==> src/rtl/au_sum_reduce_if.sv <==
// Bus bundle for au_sum_reduce: per-AU partial-sum inputs, reduction result and status.
// The master side drives start/mask/partial sums and the slave side is the reducer.
interface au_sum_reduce_if #(
    parameter int NUM_AU = 16,
    parameter int DW     = 64
);
    logic                 start;
    logic [NUM_AU-1:0]    au_mask;
    logic [NUM_AU-1:0]    au_sum_vld;
    logic [NUM_AU*DW-1:0] au_sum;
    logic [DW-1:0]        sum;
    logic                 sum_vld;
    logic                 sum_ovrflw;
    logic                 err_timeout;
    logic                 idle;
    logic [2:0]           state;

    modport master (
        output start, au_mask, au_sum_vld, au_sum,
        input  sum, sum_vld, sum_ovrflw, err_timeout, idle, state
    );

    modport slave (
        input  start, au_mask, au_sum_vld, au_sum,
        output sum, sum_vld, sum_ovrflw, err_timeout, idle, state
    );
endinterface

==> src/rtl/au_sum_reduce.sv <==
// Sequentially reduces NUM_AU partial sums into one DW-bit result, one AU per cycle.
// Optional WAIT_VLD watchdog is enabled by defining AU_SUM_REDUCE_TIMEOUT_EN.
module au_sum_reduce #(
    parameter int NUM_AU  = 16,
    parameter int DW      = 64,
    parameter int TIMEOUT = 1024
) (
    input  logic            clk_per,
    input  logic            reset_per_n,
    au_sum_reduce_if.slave  bus
);

    localparam int IW = (NUM_AU > 1) ? $clog2(NUM_AU) : 1;
    localparam logic [IW-1:0] LAST_IDX = IW'(NUM_AU - 1);

    if (NUM_AU < 1 || NUM_AU > 64 || DW < 1 || TIMEOUT < 1) begin : g_param_check
        $error("au_sum_reduce: illegal parameter value");
    end

    typedef enum logic [2:0] {
        IDLE     = 3'd0,
        WAIT_VLD = 3'd1,
        SUM      = 3'd2,
        FLUSH    = 3'd3,
        DONE     = 3'd4
    } state_t;

    state_t          state_q;
    state_t          state_d;
    logic            accept;
    logic            all_vld;
    logic            last_idx;
    logic            tmo_hit;

    logic [NUM_AU-1:0] r_mask;
    logic [IW-1:0]     idx;
    logic [DW-1:0]     acc;
    logic [DW-1:0]     operand;
    logic [DW:0]       acc_sum;
    logic [DW-1:0]     sum_q;
    logic              sum_vld_q;
    logic              ovrflw_q;
    logic [DW-1:0]     au_word [NUM_AU];

    for (genvar i = 0; i < NUM_AU; i++) begin : g_unpack
        assign au_word[i] = bus.au_sum[i*DW +: DW];
    end

    // Masked-off AUs count as ready so an all-zero mask leaves WAIT_VLD at once.
    assign all_vld  = &(bus.au_sum_vld | ~r_mask);
    assign last_idx = (idx == LAST_IDX);
    assign acc_sum  = {1'b0, acc} + {1'b0, operand};

    always_ff @(posedge clk_per or negedge reset_per_n) begin
        if (!reset_per_n) begin
            state_q <= IDLE;
        end else begin
            state_q <= state_d;
        end
    end

    always_comb begin
        state_d = state_q;
        accept  = 1'b0;
        case (state_q)
            IDLE: begin
                if (bus.start) begin
                    accept  = 1'b1;
                    state_d = WAIT_VLD;
                end
            end
            WAIT_VLD: begin
                if (all_vld) begin
                    state_d = SUM;
                end else if (tmo_hit) begin
                    state_d = DONE;
                end
            end
            SUM: begin
                if (last_idx) begin
                    state_d = FLUSH;
                end
            end
            FLUSH:   state_d = DONE;
            DONE:    state_d = IDLE;
            default: state_d = IDLE;
        endcase
    end

    // Operand is registered one cycle ahead of the add, so FLUSH drains the last one.
    always_ff @(posedge clk_per or negedge reset_per_n) begin
        if (!reset_per_n) begin
            r_mask    <= '0;
            idx       <= '0;
            acc       <= '0;
            operand   <= '0;
            sum_q     <= '0;
            sum_vld_q <= 1'b0;
            ovrflw_q  <= 1'b0;
        end else begin
            sum_vld_q <= 1'b0;
            if (accept) begin
                r_mask   <= bus.au_mask;
                idx      <= '0;
                acc      <= '0;
                operand  <= '0;
                ovrflw_q <= 1'b0;
            end
            if (state_q == SUM) begin
                operand <= r_mask[idx] ? au_word[idx] : '0;
                idx     <= last_idx ? '0 : idx + IW'(1);
            end
            if (state_q == SUM || state_q == FLUSH) begin
                acc <= acc_sum[DW-1:0];
                if (acc_sum[DW]) begin
                    ovrflw_q <= 1'b1;
                end
            end
            if (state_q == DONE) begin
                sum_q     <= acc;
                sum_vld_q <= 1'b1;
            end
        end
    end

`ifdef AU_SUM_REDUCE_TIMEOUT_EN
    localparam int TW = $clog2(TIMEOUT + 1);

    logic [TW-1:0] tmo_cnt;
    logic          err_q;

    // Accumulator is still zero on a timeout, so DONE publishes sum=0.
    always_ff @(posedge clk_per or negedge reset_per_n) begin
        if (!reset_per_n) begin
            tmo_cnt <= '0;
            err_q   <= 1'b0;
        end else if (accept) begin
            tmo_cnt <= '0;
            err_q   <= 1'b0;
        end else if (state_q == WAIT_VLD) begin
            tmo_cnt <= tmo_cnt + TW'(1);
            if (tmo_hit && !all_vld) begin
                err_q <= 1'b1;
            end
        end
    end

    assign tmo_hit         = (tmo_cnt == TW'(TIMEOUT - 1));
    assign bus.err_timeout = err_q;
`else
    assign tmo_hit         = 1'b0;
    assign bus.err_timeout = 1'b0;
`endif

    assign bus.sum        = sum_q;
    assign bus.sum_vld    = sum_vld_q;
    assign bus.sum_ovrflw = ovrflw_q;
    assign bus.state      = state_q;
    assign bus.idle       = (state_q == IDLE) && !bus.start;

endmodule

==> src/flat_wrapper.sv <==
// flat-port wrapper written by rule: the top's interface ports become plain ports
module au_sum_reduce_flat 
#(
    parameter int NUM_AU  = 16,
    parameter int DW      = 64,
    parameter int TIMEOUT = 1024
)
  (clk_per, reset_per_n, bus_start, bus_au_mask, bus_au_sum_vld, bus_au_sum, bus_sum, bus_sum_vld, bus_sum_ovrflw, bus_err_timeout, bus_idle, bus_state);
  au_sum_reduce_if #(.NUM_AU(NUM_AU), .DW(DW)) bus_i ();
  input  logic clk_per;
  input  logic reset_per_n;
  input wire logic [$bits(bus_i.start)-1:0] bus_start;
  input wire logic [$bits(bus_i.au_mask)-1:0] bus_au_mask;
  input wire logic [$bits(bus_i.au_sum_vld)-1:0] bus_au_sum_vld;
  input wire logic [$bits(bus_i.au_sum)-1:0] bus_au_sum;
  output wire logic [$bits(bus_i.sum)-1:0] bus_sum;
  output wire logic [$bits(bus_i.sum_vld)-1:0] bus_sum_vld;
  output wire logic [$bits(bus_i.sum_ovrflw)-1:0] bus_sum_ovrflw;
  output wire logic [$bits(bus_i.err_timeout)-1:0] bus_err_timeout;
  output wire logic [$bits(bus_i.idle)-1:0] bus_idle;
  output wire logic [$bits(bus_i.state)-1:0] bus_state;
  assign bus_i.start = bus_start;
  assign bus_i.au_mask = bus_au_mask;
  assign bus_i.au_sum_vld = bus_au_sum_vld;
  assign bus_i.au_sum = bus_au_sum;
  assign bus_sum = bus_i.sum;
  assign bus_sum_vld = bus_i.sum_vld;
  assign bus_sum_ovrflw = bus_i.sum_ovrflw;
  assign bus_err_timeout = bus_i.err_timeout;
  assign bus_idle = bus_i.idle;
  assign bus_state = bus_i.state;
  au_sum_reduce #(.NUM_AU(NUM_AU), .DW(DW), .TIMEOUT(TIMEOUT)) u_core (.clk_per(clk_per), .reset_per_n(reset_per_n), .bus(bus_i));
endmodule
==> config.mk <==
export PLATFORM = sky130hd
export DESIGN_NAME = au_sum_reduce_flat
export DESIGN_NICKNAME = d
export VERILOG_FILES = /design/src/rtl/au_sum_reduce_if.sv /design/src/rtl/au_sum_reduce.sv /design/src/flat_wrapper.sv
export SDC_FILE = /design/constraint.sdc
export NUM_CORES = 1
export LEC_CHECK = 0
export BUFFER_PORTS_ARGS = -buffer_cell sky130_fd_sc_hd__buf_2
export CORE_AREA = 2 2 435 437
export CTS_CLUSTER_DIAMETER = 80
export DETAILED_ROUTE_END_ITERATION = 6
export DIE_AREA = 0 0 437 439
export GPL_TIMING_DRIVEN = 1
export HOLD_SLACK_MARGIN = 0.06
export PLACE_DENSITY = 0.3
export SLEW_MARGIN = 20
export SYNTH_ARGS = -nofsm -noshare
export SYNTH_HDL_FRONTEND = slang
export SYNTH_SLANG_ARGS = --single-unit
==> constraint.sdc <==
create_clock -name clk_per -period 4.3 [get_ports clk_per]
set_input_delay 1.29 -clock clk_per [delete_from_list [all_inputs] [get_ports clk_per]]
set_output_delay 1.29 -clock clk_per [all_outputs]
set_load 0.1 [all_outputs]
==> results.md, run 1 <==
- Critical Path RT: about 4700 ps
- Total Routed Length: between 100000 and 150000 um
- Reg clk slew, reported paths: ~60 ps
- Post-synth top area cell: mux4_2
- Worst hold path class: reg2reg
- Worst hold stages: 1
- CP bufs+invs: 0
- Pwr/cell area: about 570 nW/um2
- Die height: between 400 and 500 um
- Startpoint Class: register
- Vias in the first global route: between 20000 and 25000
- Hold Path Sink: u_core.operand[18]
- Die X: ~440 um
- Met2 Use GR: 0.2351
- CTS Buf Count: 28
- Initial antenna violation count: 87
- Clock Root Buffer: clkbuf_16
- Clk_skew: around 36 ps
- Starting density of the core: 0.1050
- Worst slew pin tran: between 1000 and 1500 ps
- Crit path DAT: slightly above 4000 ps
- GRT Resource Usage Total: 0.1436
- Synth Warn #: 0
- Via Count: ~20000
- RSZ-0062 raised after global routing: false
- Via density: between 3 and 4
- GRT Max-Usage Layer: met2
- Placer Congestion: a little under 0.9
- Maximum clock insertion buffer count: 3
- CP Max Fanout: 4
- Max cap viols: 0
- Slew Limit Fails: 0
- Leak: about 12 nW
- Share of the synthesized area in the top cell type: 0.3727
- Syn Std Cell Area: approximately 20000 um2
- Grt total ovfl: 0
- Reg-to-Reg End: u_core.acc[51]
- CP cell instances: ha_1 > a211oi_1 > o211ai_1 > a21oi_1 > o2111ai_1 > a32oi_1 > o21ai_2 > a221oi_2 > o21a_1 > xor2_1 > o21ai_0
- Worst Reg-to-Reg Cells: 11
- Synthesized flop and latch total: around 220
- Dpl cells: approximately 5000
- Drt initial violations: between 1000 and 1500
- Crit path launch: u_core.operand[1]
- Clock Sinks: ~220
- Resized Gates After CTS: 0
- Post-DP HPWL: between 100000 and 150000 um
- HP Start: u_core.operand[18]
- Max Fclk: roughly 280 MHz
- Routed len/inst: ~28 um
- Minimum clock period: 3631 ps
- R2r setup slk: about 670 ps
- Crit path max-delay family: compound AO/OA/AOI/OAI gates
- Final antenna-violating net count: 0
- Syn nets: 2712
- Count of boundary I/O pins: between 1000 and 1500
- Drc violations: 0
- Endpoints failing hold: 0
- Crit path largest cell delay: ~580 ps
- Final TNS setup: 0 ps
- Outcome: finished clean
- Sequential fraction of the synthesis area: 0.2765
- Setup CP Type: reg2reg
- Clk_lat worst skew: about 600 ps
- Largest net degree at the start of global routing: a little under 70
- H-tree depth: 1
- Post-CTS Setup Repair Bufs: 0
- Synth cell types: 76
- Fin cells: 5165
- Syn Inst Count: approximately 1600
- Clock tree from TritonCTS: yes
- Main area contributors after synthesis: mux4_2, dfrtp_1, ha_1, mux2_2, a32o_1
- Grt met1 use: 0.1957
- Final net count: 3755
- Top_reg_cell synth: dfrtp_1
- Critical path's slowest cell: a32oi_1
- Setup violators final: 0
- Die area: around 190000 um2
- Tcrit/Tclk final: 0.8445
- GR Layer Usage met3: 0.03018
- FFs w/ async S/R, synth: 1.000
- Crit. End Element: register
- First-pass GRT wire length: roughly 190000 um
- Share of cells above drive strength 1: 0.6171
- DR pass1 iterations: 5
- CORE AREA: between 150000 and 200000 um2
- Final Worst Setup Slack: about 670 ps
- CTS Hold Bufs: 0
- R2R Path Start: u_core.operand[1]
- Total power: 16.68 mW
- VDD IR-drop max: 0.2978 mV
- EDFF count, synth: 0
- Mean Syn Cell Area: approximately 12 um2
- Area Growth Syn to Fin: 48.95%
- Headroom to the max-slew limit: 0.3025
- Pre-CTS WS: 591.8 ps
- # rows: about 160
- IO buf count: roughly 1100
flip-flops by register name, indices dropped and copies added, names as in the netlist:
name / count
u_core.idx: 4
u_core.bus.sum_vld: 1
u_core.r_mask: 16
u_core.acc: 64
u_core.operand: 64
u_core.bus.sum: 64
u_core.bus.state: 3
u_core.bus.sum_ovrflw: 1
cells in the final DEF, fill, tap and decap left out, types with 8 or more instances in the layout:
cell and instances:
xnor2_1 31, buf_4 27, xor2_1 31, o21ai_0 100, ha_1 65, mux4_2 324
clkbuf_16 28, dfrtp_1 213, nand4_1 28, a21o_1 31, nor2_1 35, a21oi_1 87
nand2_1 112, o21bai_1 17, o21a_1 8, mux2_2 65, inv_1 34, a32o_1 64
nor3_1 15, buf_2 1127, diode_2 19, nand3_1 45, buf_12 14
synthesized netlist by cell type, drive strengths merged (6+ instances only):
library cell and instances:
a21o 32, a21oi 88, a221oi 6, a31oi 7, a32o 64, buf 57
clkbuf 99, dfrtp 217, ha 65, inv 34, mux2 65, mux4 325
nand2 113, nand2b 6, nand3 45, nand4 28, nor2 38, nor2b 6
nor3 15, o211ai 8, o21a 9, o21ai 106, o21bai 17, o22ai 6
o31ai 7, or3 7, xnor2 31, xor2 31
worst max path at each step:
stage	to	cells after the start	slack (ps)
global placement	u_core.acc[51]	11	550
detailed placement	u_core.acc[51]	11	590
CTS	u_core.acc[51]	11	560
finish	u_core.acc[51]	11	670
global route	u_core.acc[51]	11	360
floorplan	bus_idle	1	50
report_power, final:
part / internal, mW / switching [mW]
Clock: 1.33 / 1.03
Sequential: 2.90 / 0.825
Combinational: 3.89 / 6.70
logic make-up (layout without fill, tap and decap cells):
group	Yosys count	count (layout)	share of synthesized area
other	1	20	0.0001910
buffers and inverters	190	1254	0.04014
xor gates and xnor gates	62	62	0.02765
adders and majority gates	66	66	0.04243
muxes	391	391	0.4105
AOI/OAI and AO/OA	379	379	0.1348
and+or+nand+nor	281	281	0.06779
DFF	217	217	0.2765
through the flow:
stage | hold slack [ps] | area [um2] | util
floorplan | 462.4 | 19640 | -
global placement | 480.4 | 28300 | 0.1513
detailed placement | 487.6 | 28300 | 0.1513
CTS | 504.8 | 29200 | 0.1562
global route | 508.0 | 29220 | 0.1563
finish | 500.8 | 29250 | 0.1564
cell type report:
cell class | instances | area, um2
clock inverters | 12 | 121.4
well taps | 2495 | 3122
inverters | 34 | 127.6
fillers | 21228 | 157800
flip-flops and latches | 217 | 5445
diodes | 19 | 47.55
clock buffers | 39 | 782.0
repair buffers | 1169 | 6138
multi-input cells | 1180 | 13470
metal layers:
metal,wire (um),vias up
met5,172,-
met4,2847,24
met3,9351,155
met2,68110,842
met1,63010,10178
li1,-,8648
No activity file was read; power rests on OpenSTA's default activity.
==> inputs of run 2 (changes only) <==
==> constraint.sdc (replaced) <==
create_clock -name clk_per -period 3.5 [get_ports clk_per]
set_input_delay 1.05 -clock clk_per [delete_from_list [all_inputs] [get_ports clk_per]]
set_output_delay 1.05 -clock clk_per [all_outputs]
set_load 0.1 [all_outputs]
==> results.md, run 2 (same netlist as run 1, synthesis figures left out) <==
- Outcome: finished clean
- Pint: 10.52 mW (+30%)
- CP cell instances: ha_2 > inv_1 > fa_2 > nand2b_1 > a21o_1 > a311oi_4 > o2111ai_2 > a311o_1 > a41o_1 > o21a_2 > o21ai_2 > xnor2_1 > o21ai_1
- Post-placement cell area: 28620 um2 (+1.1%)
- Count of boundary I/O pins: 1130 (unchanged)
- Clock share of power: 0.152 (+0.010)
- Commonest non-fill, non-tap cell in the layout: buf_2
- Switching Share: 0.5024 (-0.01058)
- Routed len/inst: 27.81 um (about the same)
- CORE AREA: 187000 um2 (unchanged)
- Via Count: 19897 (+0.25%)
- Clock Sinks: 217 (unchanged)
- Crit. End Element: register
- Largest net degree at the start of global routing: 82 (+19%)
- Pwr/cell area: 710.3 nW/um2 (+25%)
- Share of cells above drive strength 1: 0.6261 (+0.008990)
- H-tree depth: 1 (unchanged)
- Logic pwr share: 0.632 (-0.003)
- Endpoints failing hold: 0 (unchanged)
- Initial antenna violation count: 94 (+8.0%)
- Grt total ovfl: 0 (unchanged)
- Max cap viols: 0 (unchanged)
- Final net count: 3792 (+0.99%)
- Critical Path RT: 3960 ps (-760 ps)
- Setup CP Type: reg2reg
- Placer Congestion: 0.8460 (-2.2%)
- Crit path largest cell delay: 390 ps (-190 ps)
- Setup violators final: 0 (unchanged)
- Finished Cell Area: 29770 um2 (+1.8%)
- Headroom to the max-slew limit: 0.3105 (+0.008048)
- Crit path max-delay family: compound AO/OA/AOI/OAI gates
- Drt initial violations: 1089 (-2.2%)
- Tcrit/Tclk final: 0.9516 (+0.1072)
- Reg clk slew, reported paths: 60 ps (about the same)
- GRT Resource Usage Total: 0.1452 (+0.001573)
- Die X: 437 um (unchanged)
- P_sw: 10.62 mW (+24%)
- Drc violations: 0 (unchanged)
- Final TNS setup: 0 ps (unchanged)
- Die height: 439 um (unchanged)
- CTS Buf Count: 31 (+11%)
- DR pass1 iterations: 5 (unchanged)
- Clock tree from TritonCTS: yes
- Slew Limit Fails: 0 (unchanged)
- First-pass GRT wire length: 191600 um (+0.66%)
- # rows: 159 (unchanged)
- Minimum clock period: 3331 ps (-300.5 ps)
- Startpoint Class: register
- Final antenna-violating net count: 0 (unchanged)
- IO buf count: 1128 (unchanged)
- Commonest cells after routing, fill and taps aside: buf_2, mux4_2, dfrtp_1
- CP Max Fanout: 3 (-1)
- RSZ-0062 raised after global routing: false
- Maximum clock insertion buffer count: 3 (unchanged)
- Sequential group share of total power: 0.216 (-0.007)
- Worst hold path class: in2async
- Clock Root Buffer: clkbuf_16
- Crit path DAT: 3790 ps (-260 ps)
- Clk_skew: 26.43 ps (-9.368 ps)
- Leak: 12.69 nW (+2.1%)
- Vias in the first global route: 21142 (+0.90%)
- Core Util, Final: 0.1592 (+0.002763)
- CTS Hold Bufs: 0 (unchanged)
- Starting density of the core: 0.1050 (unchanged)
- VDD IR-drop max: 0.3769 mV (+27%)
- Clk_lat worst skew: 610 ps (about the same)
- Total Routed Length: 145100 um (+1.1%)
- Filler cells: 21158 (-0.33%)
- Via density: 3.814 (-0.75%)
- CP bufs+invs: 1 (+1)
- Worst slew pin tran: 1034 ps (-12.07 ps)
- Area Growth Syn to Fin: 51.58%
- Critical path's slowest cell: a311oi_4
- Post-DP HPWL: 126200 um (+1.5%)
- Max Fclk: 300.2 MHz (+9.0%)
- Die area: 191800 um2 (unchanged)
==> run 2: changes by cell type in the layout (fill, tap and decap cells not counted), moves of 2 or more <==
cell        previous run  this run
buf_12                14        19
buf_4                 27        57
clkinvlp_4             3         1
clkbuf_8               4         6
inv_6                  0         4
clkbuf_16             28        31
ha_2                   0         2
clkbuf_1               7         4
clkinv_2               6         4
ha_1                  65        63
diode_2               19        34
==> run 2: final timing paths <==
kind / startpoint / endpoint / slack (ps) / cells past startpoint
worst max-delay path: u_core.acc[0] / u_core.acc[60] / 170 / 13
min in group clk_per: u_core.bus.sum[34] / u_core.bus.sum[34] / 500 / 1
worst min register to register: u_core.bus.sum[34] / u_core.bus.sum[34] / 500 / 1
worst max register to register: u_core.acc[0] / u_core.acc[60] / 170 / 13
worst min-delay path: reset_per_n / u_core.operand[7] / 370 / 1
max in group asynchronous: reset_per_n / u_core.acc[34] / 2300 / 2
==> run 2: cell type report <==
| type | instances | area (um2) | area share |
|---|---|---|---|
| Antenna cell | 34 | 85.08 | 0.002858 |
| Clock buffer | 41 | 873.3 | 0.02934 |
| Clock inverter | 13 | 151.4 | 0.005086 |
| Inverter | 34 | 127.6 | 0.004288 |
| Multi-Input combinational cell | 1180 | 13500 | 0.4536 |
| Sequential cell | 217 | 5445 | 0.1829 |
| Tap cell | 2495 | 3122 | 0.1049 |
| Timing Repair Buffer | 1203 | 6459 | 0.2170 |
==> run 2: power by group through the flow <==
stage / Combinational [mW] / Sequential [mW] / Clock [mW]
floorplan: 7.08 / 6.02 / 0
global placement: 13.8 / 4.61 / 0
detailed placement: 13.7 / 4.64 / 0
CTS: 13.8 / 4.60 / 3.36
global route: 14.4 / 4.75 / 3.44
finish: 13.4 / 4.57 / 3.21
==> run 2: what timing repair did <==
item	CTS	global route
gates resized for setup	0	7
endpoints found under the setup margin	0	8
buffers inserted	0	1
hold endpoints to repair	0	0
==> run 2: per-layer routing <==
metal | track usage | wire length, um | share of wire | vias to the layer above
met4 | 0.02464 | 2773 | 0.019 | 24
met1 | 0.1943 | 62880 | 0.43 | 10162
met5 | 0 | 164 | 0.0011 | -
li1 | - | - | - | 8734
met2 | 0.2405 | 69400 | 0.48 | 825
met3 | 0.03289 | 9859 | 0.068 | 152
==> run 2: through the flow <==
step                      cells  worst slack [ps]  total power, mW  hold WS [ps]
after floorplan            1587             248.6            13.09         462.4
after global placement     5128             25.50            18.46         484.7
after detailed placement   5128             17.10            18.39         490.8
after CTS                  5182             7.834            21.75         351.6
after global routing       5197            0.5573            22.63         373.8
final                      5217             169.3            21.14         372.9
==> inputs of run 3 (changes only) <==
--- a/config.mk
+++ b/config.mk
@@ -12,8 +12,8 @@
 export DIE_AREA = 0 0 437 439
 export GPL_TIMING_DRIVEN = 1
 export HOLD_SLACK_MARGIN = 0.06
-export PLACE_DENSITY = 0.3
-export SLEW_MARGIN = 20
+export PLACE_DENSITY_LB_ADDON = 0.15
 export SYNTH_ARGS = -nofsm -noshare
 export SYNTH_HDL_FRONTEND = slang
 export SYNTH_SLANG_ARGS = --single-unit
+export TNS_END_PERCENT = 50
==> results.md, run 3 (same netlist as run 1, synthesis figures left out) <==
- Starting density of the core: 0.1050 (unchanged)
- Area Growth Syn to Fin: 54.51%
- Die height: 439 um (unchanged)
- Reg clk slew, reported paths: 60 ps (about the same)
- DR pass1 iterations: 5 (unchanged)
- Worst Reg-to-Reg Cells: 14 (+1)
- CP Max Fanout: 3 (unchanged)
- Pint: 11.17 mW (+6.2%)
- Crit path DAT: 3820 ps (+30 ps)
- First-pass GRT wire length: 205000 um (+7.0%)
- CORE AREA: 187000 um2 (unchanged)
- Commonest cells after routing, fill and taps aside: buf_2, mux4_2, dfrtp_1
- Outcome: finished clean
- R2R Path Start: u_core.acc[0]
- Routed len/inst: 29.81 um (+7.2%)
- Crit. End Element: register
- Final antenna-violating net count: 0 (unchanged)
- Initial antenna violation count: 134 (+43%)
- Headroom to the max-slew limit: 0.2590 (-0.05154)
- Total power: 22.12 mW (+4.6%)
- Clock share of power: 0.167 (+0.015)
- Count of boundary I/O pins: 1130 (unchanged)
- Max cap viols: 0 (unchanged)
- Worst hold path class: in2async
- Clock Sinks: 217 (unchanged)
- Post-DP HPWL: 135900 um (+7.7%)
- Clk_lat worst skew: 560 ps (-50 ps)
- IO buf count: 1128 (unchanged)
- Reg area: 5445 um2 (unchanged)
- Commonest non-fill, non-tap cell in the layout: buf_2
- GRT Resource Usage Total: 0.1575 (+0.01224)
- Sequential group share of total power: 0.206 (-0.010)
- P_sw: 10.96 mW (+3.1%)
- Die X: 437 um (unchanged)
- Post-placement cell area: 29000 um2 (+1.3%)
- Critical Path RT: 3980 ps (+20 ps)
- # rows: 159 (unchanged)
- Via density: 3.920 (+2.8%)
- Minimum clock period: 3341 ps (+10.34 ps)
- Placer Congestion: 0.8880 (+5.0%)
- Switching Share: 0.4951 (-0.007205)
- Startpoint Class: register
- Via Count: 20636 (+3.7%)
- Max Fclk: 299.3 MHz (-0.31%)
- Share of cells above drive strength 1: 0.6342 (+0.008093)
- Clock tree from TritonCTS: yes
- Area of the multi-input gates: 13540 um2 (+0.28%)
- Die area: 191800 um2 (unchanged)
- Setup violators final: 0 (unchanged)
- Setup CP Type: reg2reg
- Drc violations: 0 (unchanged)
- R2r setup slk: 160 ps (about the same)
- Pwr/cell area: 729.2 nW/um2 (+2.7%)
- Vias in the first global route: 21481 (+1.6%)
- Final net count: 3842 (+1.3%)
- Total Routed Length: 156900 um (+8.2%)
- Largest net degree at the start of global routing: 69 (-16%)
- Core Util, Final: 0.1623 (+0.003084)
- Maximum clock insertion buffer count: 3 (unchanged)
- Grt total ovfl: 0 (unchanged)
- Clk_skew: 29.22 ps (+2.788 ps)
- Finished Cell Area: 30340 um2 (+1.9%)
- Drt initial violations: 1383 (+27%)
- Clock Root Buffer: clkbuf_16
- Worst slew pin tran: 1112 ps (+77.31 ps)
- Filler cells: 21102 (-0.26%)
- Endpoints failing hold: 0 (unchanged)
- RSZ-0062 raised after global routing: true
- Tcrit/Tclk final: 0.9546 (+0.002954)
- VDD IR-drop max: 0.4888 mV (+30%)
- Hold Slack: 500.1 ps (+127.2 ps)
- Leak: 13.01 nW (+2.5%)
- Reg-to-Reg End: u_core.acc[58]
- Logic pwr share: 0.627 (-0.005)
- CTS Buf Count: 35 (+13%)
- Slew Limit Fails: 0 (unchanged)
- H-tree depth: 2 (+1)
## run 3: cell count changes in the layout (fill, tap and decap cells not counted), sizes merged
cell,delta
diode,-7
clkbuf,+6
clkinv,-2
buf,+46
bufinv,+2
inv,-1
clkinvlp,+3
## run 3: layer usage
| metal | wire [um] | global-route usage | vias to the layer above |
|---|---|---|---|
| met5 | 359 | 0 | - |
| met4 | 2131 | 0.02581 | 56 |
| met3 | 11870 | 0.04435 | 173 |
| met2 | 72550 | 0.2495 | 963 |
| met1 | 70030 | 0.2147 | 10600 |
| li1 | - | - | 8844 |
## run 3: final cells by class
| cell class | count | share of cell area |
|---|---|---|
| tap | 2495 | 0.1029 |
| inverter | 34 | 0.004206 |
| clock inverter | 15 | 0.006845 |
| multi-input combinational | 1180 | 0.4462 |
| clock buffer | 47 | 0.03233 |
| timing repair buffer | 1249 | 0.2258 |
| sequential | 217 | 0.1795 |
| antenna | 27 | 0.002227 |
## run 3: timing repair
item | CTS | global route
hold buffers | 0 | 0
setup endpoints to repair | 1 | 19
gates resized for setup | 1 | 13
buffers inserted | 0 | 3
endpoints found under the hold margin | 0 | 0
gates cloned | 0 | 0
pin swaps | 0 | 16
## run 3: worst max path at each step
| stage | start | end | slack (ps) | cells after the start |
|---|---|---|---|---|
| final | u_core.acc[0] | u_core.acc[58] | 160 | 14 |
| after global routing | u_core.operand[0] | u_core.acc[50] | -20 | 15 |
| after CTS | u_core.operand[0] | u_core.acc[58] | 5 | 14 |
| after detailed placement | u_core.operand[0] | u_core.acc[60] | 4 | 13 |
| after global placement | u_core.operand[0] | u_core.acc[60] | 20 | 13 |
| after floorplan | u_core.bus.state[0] | bus_idle | 250 | 2 |
## run 3: through the flow
| step | TNS, ps | cells | setup WS (ps) |
|---|---|---|---|
| finish | 0 | 5264 | 159.0 |
| global route | -80.58 | 5245 | -20.94 |
| CTS | 0 | 5234 | 4.866 |
| detailed placement | 0 | 5172 | 3.818 |
| global placement | 0 | 5172 | 16.64 |
| floorplan | 0 | 1587 | 248.6 |
## run 3: power groups by stage
stage | Combinational [mW] | Clock [mW] | Sequential (mW)
after global placement | 14.3 | 0 | 4.59
final | 13.9 | 3.70 | 4.55
after global routing | 15.0 | 3.94 | 4.72
after CTS | 14.2 | 3.87 | 4.58
after floorplan | 7.08 | 0 | 6.02
after detailed placement | 14.2 | 0 | 4.61
## run 3: critical path: stages (launching register included)
cell      delay (ps)
dfrtp_1          350
ha_2             200
inv_2             50
fa_2             360
nand2b_4         150
a21o_1           200
a311oi_4         390
buf_4            190
o211ai_4         100
a31oi_4          300
a41oi_4          170
o21ai_4          210
a21oi_2          100
or4_1            410
nand3_1           90
